<file path="src/rtl/fpu_pkg.sv">
// FPU result word layout, status codes and occupancy states
// shared by the result queue, its interface and the decoder.
package fpu_pkg;

  localparam int SIGN_W = 1;
  localparam int EXP_W  = 6;
  localparam int MANT_W = 25;
  localparam int WORD_W = SIGN_W + EXP_W + MANT_W;
  localparam int STAT_W = 4;
  localparam int UEXP_W = EXP_W + 1;
  localparam int BIAS   = 31;

  localparam logic [STAT_W-1:0] EXACT     = 4'b0001;
  localparam logic [STAT_W-1:0] INEXACT   = 4'b1111;
  localparam logic [STAT_W-1:0] OVERFLOW  = 4'b0011;
  localparam logic [STAT_W-1:0] UNDERFLOW = 4'b0111;

  typedef enum logic [1:0] {
    OCC_EMPTY,
    OCC_PARTIAL,
    OCC_FULL
  } occ_e;

  typedef struct packed {
    logic              sign;
    logic [EXP_W-1:0]  exp;
    logic [MANT_W-1:0] mant;
  } fpu_word_t;

  function automatic logic [UEXP_W-1:0] unbias(
    input logic [EXP_W-1:0] e
  );
    return {1'b0, e} - UEXP_W'(BIAS);
  endfunction

endpackage

</file>
<file path="src/rtl/fpu_result_queue_if.sv">
// Producer/consumer bundle of the FPU result queue.
// The slave side is the queue, the master side drives it.
interface fpu_result_queue_if;
  import fpu_pkg::*;

  logic [WORD_W-1:0] res_data_in;
  logic [STAT_W-1:0] res_status_in;
  logic              res_valid_in;
  logic              ready_in;
  logic              valid_out;
  logic [WORD_W-1:0] data_out;
  logic [STAT_W-1:0] status_out;
  logic              sign_out;
  logic [UEXP_W-1:0] exp_out;
  logic              zero_out;

  modport master (
    output res_data_in,
    output res_status_in,
    output res_valid_in,
    output ready_in,
    input  valid_out,
    input  data_out,
    input  status_out,
    input  sign_out,
    input  exp_out,
    input  zero_out
  );

  modport slave (
    input  res_data_in,
    input  res_status_in,
    input  res_valid_in,
    input  ready_in,
    output valid_out,
    output data_out,
    output status_out,
    output sign_out,
    output exp_out,
    output zero_out
  );

endinterface

</file>
<file path="src/rtl/fpu_result_decode.sv">
// Splits an FPU result word into sign, unbiased exponent
// and zero flag; all fields read 0 when the word is not valid.
module fpu_result_decode
  import fpu_pkg::*;
(
  input  logic [WORD_W-1:0] word,
  input  logic              valid,
  output logic              sign,
  output logic [UEXP_W-1:0] exp_u,
  output logic              zero
);

  fpu_word_t w;

  assign w = word;

  // gated field decode of the head word
  always_comb begin
    sign  = 1'b0;
    exp_u = '0;
    zero  = 1'b0;
    if (valid) begin
      sign  = w.sign;
      exp_u = unbias(w.exp);
      zero  = (w.exp == '0) && (w.mant == '0);
    end
  end

endmodule

</file>
<file path="src/rtl/fpu_result_queue.sv">
// First-word-fall-through FPU result queue with per-status
// saturating counters and a sticky overflow-drop flag.
module fpu_result_queue
  import fpu_pkg::*;
#(
  parameter int DEPTH = 4,
  parameter int CNT_W = 8
) (
  input  logic             clock,
  input  logic             reset,
  input  logic             clear_in,
  fpu_result_queue_if.slave q,
  output logic [CNT_W-1:0] cnt_exact,
  output logic [CNT_W-1:0] cnt_inexact,
  output logic [CNT_W-1:0] cnt_ovf,
  output logic [CNT_W-1:0] cnt_unf,
  output logic             drop_out
);

  localparam int PTR_W = $clog2(DEPTH);
  localparam int OCC_W = PTR_W + 1;

  logic [WORD_W-1:0] mem_data [DEPTH];
  logic [STAT_W-1:0] mem_stat [DEPTH];

  logic [PTR_W-1:0]  wr_ptr;
  logic [PTR_W-1:0]  rd_ptr;
  logic [OCC_W-1:0]  count;
  occ_e              occ;
  logic              valid;
  logic              push;
  logic              pop;
  logic [WORD_W-1:0] head_data;
  logic [STAT_W-1:0] head_stat;

  function automatic logic [CNT_W-1:0] sat_inc(
    input logic [CNT_W-1:0] c
  );
    return (&c) ? c : c + CNT_W'(1);
  endfunction

  // occupancy state from the entry count
  always_comb begin
    occ = OCC_PARTIAL;
    if (count == '0)
      occ = OCC_EMPTY;
    else if (count == OCC_W'(DEPTH))
      occ = OCC_FULL;
  end

  assign valid = (occ != OCC_EMPTY);
  assign pop   = valid & q.ready_in;
  assign push  = q.res_valid_in
               & ((occ != OCC_FULL) | pop);

  // pointers and count; pointers wrap at DEPTH
  always_ff @(posedge clock) begin
    if (reset) begin
      wr_ptr <= '0;
      rd_ptr <= '0;
      count  <= '0;
    end else begin
      if (push)
        wr_ptr <= wr_ptr + PTR_W'(1);
      if (pop)
        rd_ptr <= rd_ptr + PTR_W'(1);
      case ({push, pop})
        2'b10:   count <= count + OCC_W'(1);
        2'b01:   count <= count - OCC_W'(1);
        default: count <= count;
      endcase
    end
  end

  // entry storage, written on accepted pushes only
  always_ff @(posedge clock) begin
    if (push && !reset) begin
      mem_data[wr_ptr] <= q.res_data_in;
      mem_stat[wr_ptr] <= q.res_status_in;
    end
  end

  assign head_data = valid ? mem_data[rd_ptr] : '0;
  assign head_stat = valid ? mem_stat[rd_ptr] : '0;

  assign q.valid_out  = valid;
  assign q.data_out   = head_data;
  assign q.status_out = head_stat;

  fpu_result_decode u_dec (
    .word  (head_data),
    .valid (valid),
    .sign  (q.sign_out),
    .exp_u (q.exp_out),
    .zero  (q.zero_out)
  );

  // per-status counters; every strobe counts, clear wins
  always_ff @(posedge clock) begin
    if (reset || clear_in) begin
      cnt_exact   <= '0;
      cnt_inexact <= '0;
      cnt_ovf     <= '0;
      cnt_unf     <= '0;
    end else if (q.res_valid_in) begin
      case (q.res_status_in)
        EXACT:     cnt_exact   <= sat_inc(cnt_exact);
        INEXACT:   cnt_inexact <= sat_inc(cnt_inexact);
        OVERFLOW:  cnt_ovf     <= sat_inc(cnt_ovf);
        UNDERFLOW: cnt_unf     <= sat_inc(cnt_unf);
        default:   ;
      endcase
    end
  end

  // sticky flag for results lost to a full queue
  always_ff @(posedge clock) begin
    if (reset || clear_in)
      drop_out <= 1'b0;
    else if (q.res_valid_in && occ == OCC_FULL && !pop)
      drop_out <= 1'b1;
  end

endmodule

</file>
<file path="src/flat_wrapper.sv">
// flat-port wrapper written by rule: the top's interface ports become plain ports
module fpu_result_queue_flat import fpu_pkg::*;
#(
  parameter int DEPTH = 4,
  parameter int CNT_W = 8
)
  (clock, reset, clear_in, cnt_exact, cnt_inexact, cnt_ovf, cnt_unf, drop_out, q_res_data_in, q_res_status_in, q_res_valid_in, q_ready_in, q_valid_out, q_data_out, q_status_out, q_sign_out, q_exp_out, q_zero_out);
  fpu_result_queue_if q_i ();
  input  logic clock;
  input  logic reset;
  input  logic clear_in;
  output logic [CNT_W-1:0] cnt_exact;
  output logic [CNT_W-1:0] cnt_inexact;
  output logic [CNT_W-1:0] cnt_ovf;
  output logic [CNT_W-1:0] cnt_unf;
  output logic drop_out;
  input wire logic [$bits(q_i.res_data_in)-1:0] q_res_data_in;
  input wire logic [$bits(q_i.res_status_in)-1:0] q_res_status_in;
  input wire logic [$bits(q_i.res_valid_in)-1:0] q_res_valid_in;
  input wire logic [$bits(q_i.ready_in)-1:0] q_ready_in;
  output wire logic [$bits(q_i.valid_out)-1:0] q_valid_out;
  output wire logic [$bits(q_i.data_out)-1:0] q_data_out;
  output wire logic [$bits(q_i.status_out)-1:0] q_status_out;
  output wire logic [$bits(q_i.sign_out)-1:0] q_sign_out;
  output wire logic [$bits(q_i.exp_out)-1:0] q_exp_out;
  output wire logic [$bits(q_i.zero_out)-1:0] q_zero_out;
  assign q_i.res_data_in = q_res_data_in;
  assign q_i.res_status_in = q_res_status_in;
  assign q_i.res_valid_in = q_res_valid_in;
  assign q_i.ready_in = q_ready_in;
  assign q_valid_out = q_i.valid_out;
  assign q_data_out = q_i.data_out;
  assign q_status_out = q_i.status_out;
  assign q_sign_out = q_i.sign_out;
  assign q_exp_out = q_i.exp_out;
  assign q_zero_out = q_i.zero_out;
  fpu_result_queue #(.DEPTH(DEPTH), .CNT_W(CNT_W)) u_core (.clock(clock), .reset(reset), .clear_in(clear_in), .q(q_i), .cnt_exact(cnt_exact), .cnt_inexact(cnt_inexact), .cnt_ovf(cnt_ovf), .cnt_unf(cnt_unf), .drop_out(drop_out));
endmodule
</file>
<file path="config.mk">
export PLATFORM = sky130hd
export DESIGN_NAME = fpu_result_queue_flat
export DESIGN_NICKNAME = d
export VERILOG_FILES = /design/src/rtl/fpu_pkg.sv /design/src/rtl/fpu_result_queue_if.sv /design/src/rtl/fpu_result_decode.sv /design/src/rtl/fpu_result_queue.sv /design/src/flat_wrapper.sv
export SDC_FILE = /design/constraint.sdc
export NUM_CORES = 1
export LEC_CHECK = 0
export BUFFER_PORTS_ARGS = -buffer_cell sky130_fd_sc_hd__buf_4
export CAP_MARGIN = 0
export CORE_UTILIZATION = 45
export CTS_CLUSTER_DIAMETER = 100
export DETAILED_ROUTE_END_ITERATION = 12
export GPL_TIMING_DRIVEN = 0
export MAX_ROUTING_LAYER = met4
export PLACE_DENSITY = 0.68
export REMOVE_ABC_BUFFERS = 1
export SLEW_MARGIN = 10
export SYNTH_ARGS = -nofsm -noshare
export SYNTH_HDL_FRONTEND = slang
export SYNTH_HIERARCHICAL = 1
export SYNTH_SLANG_ARGS = --single-unit
</file>
<file path="constraint.sdc">
create_clock -name clock -period 3.6 [get_ports clock]
set_input_delay 1.08 -clock clock [delete_from_list [all_inputs] [get_ports clock]]
set_output_delay 1.08 -clock clock [all_outputs]
set_load 0.05 [all_outputs]
</file>
==> results by stage <==
Status:
- The run finished, with violations left.
- The checks that failed: negative setup slack.

STA:
- The accumulated negative setup slack is -0.5118 ns.
- The number of max-slew violations in the final report is 0.
- Setup repair after global routing could not meet its margin everywhere.
- The post-layout worst setup margin is -0.3141 ns.
- At the pin with the least slew margin, the transition time is 0.8114 ns.
- The hold violation count in the final report is 0.
- Final hold analysis gives a worst-case slack of 0.4984 ns.
- The post-route clock period utilization is 108.7%.
- The top achievable clock speed is 255.5 MHz.
- Between clock sinks in the finished design, the worst skew comes to 0.01023 ns.
- The final critical delay including setup and external delays is 3.914 ns.
- Measured against its own limit, the worst slew margin works out to 45.67%.
- The count of final setup violators is 3.

Worst setup path:
- The critical path's slowest cell is or4_4.
- The worst setup path is of the reg -> out kind.
- Counting both buffers and inverters, the worst setup path holds a total of 1.
- The largest stage delay on the critical path is 0.56 ns.
- The signal on the critical path passes through mux4_2 > and2_4 > or4_4 > or4_4 > nor3_4 > buf_6.
- STA classifies the critical path endpoint as a primary output.
- The cell type group with the largest total delay on the critical path is simple AND/OR/NAND/NOR gates.
- The data arrival time of the critical path is 2.83 ns.
- Data on the critical path is required at its endpoint by 2.52 ns.
- Along the worst path, the maximum fanout reaches 6.
- The nature of the critical path startpoint is a flop.
- The critical path's most frequent cell is or4_4.

Routing:
- Dividing the detail-routed via count by the number of cells gives 5.521.
- The number of DRC markers in iteration 0 is 344.
- In the final routed layout, each cell accounts on average for 18.54 µm.
- The total iterations of the first detailed-routing run is 4.
- The detail route stage leaves a number of antenna-violating nets equal to 0.
- The count of vias placed by the detailed router is 4881.
- After detailed routing, the total wire length is 16.39 mm.
- For this run, design rule violations remaining after detail routing come to 0.

Synth:
- The cell type with the highest aggregate area in the netlist is edfxtp_1.
- After synthesis, the mean cell area works out to 15.22 µm².
- The cell count after synthesis is 514.
- In this run, synthesis inferred 144 flip-flops with an integrated enable.
- For this run, the number of Yosys warnings is 6.
- By area the synthesized netlist is led by edfxtp_1 (55%), dfxtp_1 (11%), mux4_2 (10%), and2_1 (3.7%), ha_1 (1.6%).
- The dominant synthesized flop cell is edfxtp_1.
- The synthesized design contains 186 register bits.
- The fraction of the yosys area taken by sequential cells is 66.04%.
- Summing every instance area after synthesis gives 7821 µm².
- The proportion of synthesized flip-flops having asynchronous set or reset is 0%.
- The number of different library cells in the post-synthesis netlist is 53.
- Of the post-synthesis cell area, the dominant cell type holds 55.29%.

Placed design:
- The final weighted congestion in routability-driven placement is 0.8308.
- The number of placed cells counting well taps is 837.
- After detailed placement, the total cell area comes to 9011 µm².
- The number of port buffers is 119.
- Once detailed placement completed, the half-perimeter wirelength came to 10.25 mm.

Min path:
- The type of the most critical hold path is reg -> reg.

Clock network:
- The clock slew at the register clock pins of the worst setup and hold paths is 0.06 ns.
- The TritonCTS buffer count is 17.
- Clock tree synthesis selected as its root buffer the cell clkbuf_16.
- CTS built an H-tree with a depth of 4.
- The TritonCTS sink count is 186.
- TritonCTS built the clock tree.
- The number of buffers between clock root and the deepest sink is 2.
- The later pin in the worst-skew pair is clocked with a latency of 0.43 ns.
- In this run, post-CTS hold repair placed 0 buffers.

Power and ir drop:
- Across the VDD grid, the largest voltage drop is 0.0003728 V.
- The reported leakage power is 0.003471 µW.
- The power density over the cells is 556.7 nW/µm².

Cells and area:
- The number of fill cells in the layout is 1333.
- The repair_antennas step left the layout with diodes totalling 0.
- In the layout the commonest cells are edfxtp_1 (144), buf_4 (124), dfxtp_1 (40).
- The sequential cell area is 5172 µm².
- The share of layout cells above drive strength 1 is 36.75%.
- The number of cells in the finished layout apart from fillers is 884.
- The multi-input combinational cells in the finished layout cover a total of 2631 µm².
- The final standard cell area without fillers is 9920 µm².
- The most common cell after layout, fill and taps aside is edfxtp_1.
- The synthesis-to-layout area growth is 26.83%.
- The net count of the finished layout is 704.

Global routing:
- Summed over all layers, the global routing overflow is 0.
- The number of antenna violations at the first check in global routing is 0.
- Entering global routing, the biggest net connects 31 pins.
- The number of global-route vias before repair is 4954.
- The global-route usage over all layers is 19.85%.
- The wire length of the first global-routing pass is 25.87 mm.

Floorplan:
- Measured along the y axis, the die boundary spans 133.8 µm.
- For this configuration, the core starts out at a cell density of 46.67%.
- The number of placed I/O pins is 120.
- The horizontal die dimension is 133.8 µm.
- The core region is 16760 µm².
- The total number of placement rows is 47.
- The floorplan step defined a die boundary enclosing 17910 µm².

Job:
- Across the run, the number of max-cap violations was 0.
==> worst reg2reg max path: cells and delay by family (launching register included) <==
family	cells	cell delay (ns)
simple gates	4	1.07
fa+ha+maj	1	0.46
flops	1	0.58
compound gates	2	0.49
==> repair_timing <==
item | 4_1_cts | 5_1_grt
gates resized for setup | 24 | 8
setup endpoints to repair | 7 | 6
buffers inserted | 10 | 4
gates cloned | 2 | 0
pin swaps | 6 | 3
==> synthesized netlist by cell type, types with 3 or more instances <==
cell,instances
edfxtp_1,144
and2_1,46
dfxtp_1,42
mux4_2,36
nor2_1,27
a21oi_1,20
nand2_1,20
nand3_1,17
clkbuf_1,13
inv_1,12
ha_1,10
o21ai_0,10
nand4_1,9
or3_1,7
or4_1,7
xnor2_1,7
and3_1,6
buf_2,6
nor4_1,6
o31ai_1,6
xor2_1,6
a211oi_1,5
mux2i_1,5
a31oi_1,4
nor2b_1,4
nor3_1,3
nor3_2,3
o211ai_1,3
==> routing by layer <==
| layer | vias up | wire [µm] | share of wire, % | track usage [%] |
|---|---|---|---|---|
| met2 | 155 | 8229 | 50 | 32.24 |
| met3 | 11 | 1110 | 6.8 | 4.800 |
| met5 | - | 0 | 0 | - |
| met4 | 0 | 174 | 1.1 | 6.313 |
| li1 | 2286 | - | - | - |
| met1 | 2429 | 6875 | 42 | 24.53 |
==> flip-flops by register name (all words and copies together), names as in the netlist, named ones only <==
signal,flops
u_core/cnt_unf,8
u_core/rd_ptr,2
u_core/drop_out,1
u_core/count,3
u_core/cnt_inexact,8
u_core/mem_data,128
u_core/mem_stat,16
u_core/cnt_ovf,8
u_core/wr_ptr,2
u_core/cnt_exact,8
==> power breakdown <==
part           internal (µW)  switching (µW)
Sequential              2380            36.6
Clock                   1160             776
Combinational            454             714
==> cell families (layout without fill, tap and decap cells) <==
family | after synthesis | count (layout) | synth area share, %
xor+xnor | 13 | 13 | 1.456
simple gates | 169 | 171 | 12.45
compound gates | 60 | 60 | 5.231
flops | 186 | 186 | 66.04
mux | 42 | 42 | 11.15
buf+inv | 33 | 181 | 1.824
fa+ha+maj | 11 | 11 | 1.856
==> path summary, 6_finish.rpt <==
kind              depth (start not counted)                    end  slack (ns)                   from
setup / recovery                          6             q_zero_out       -0.31                   flop
hold / removal                            1  u_core/cnt_inexact[7]        0.50  u_core/cnt_inexact[7]
setup reg to reg                          7        u_core/count[1]        0.88        u_core/count[1]
hold reg to reg                           1  u_core/cnt_inexact[7]        0.50  u_core/cnt_inexact[7]
==> layout make-up <==
class                           instances  share of cell area [%]
Multi-Input combinational cell        297                   26.53
Timing Repair Buffer                  138                   11.83
Clock inverter                         13                   1.942
Sequential cell                       186                   52.14
Inverter                               12                  0.4541
Clock buffer                           18                   4.326
Tap cell                              220                   2.775
==> per-stage QoR <==
step / power (µW) / setup WS [ns] / util (%)
after global routing: 5728 / -0.4172 / 59.19
after floorplan: 3158 / -1.706 / -
after detailed placement: 3499 / -0.5867 / 53.77
after CTS: 5536 / -0.3365 / 58.75
final: 5522 / -0.3141 / 59.19
after global placement: 3482 / -2.024 / 53.06
Note: power is estimated with default switching activity, not from simulation.
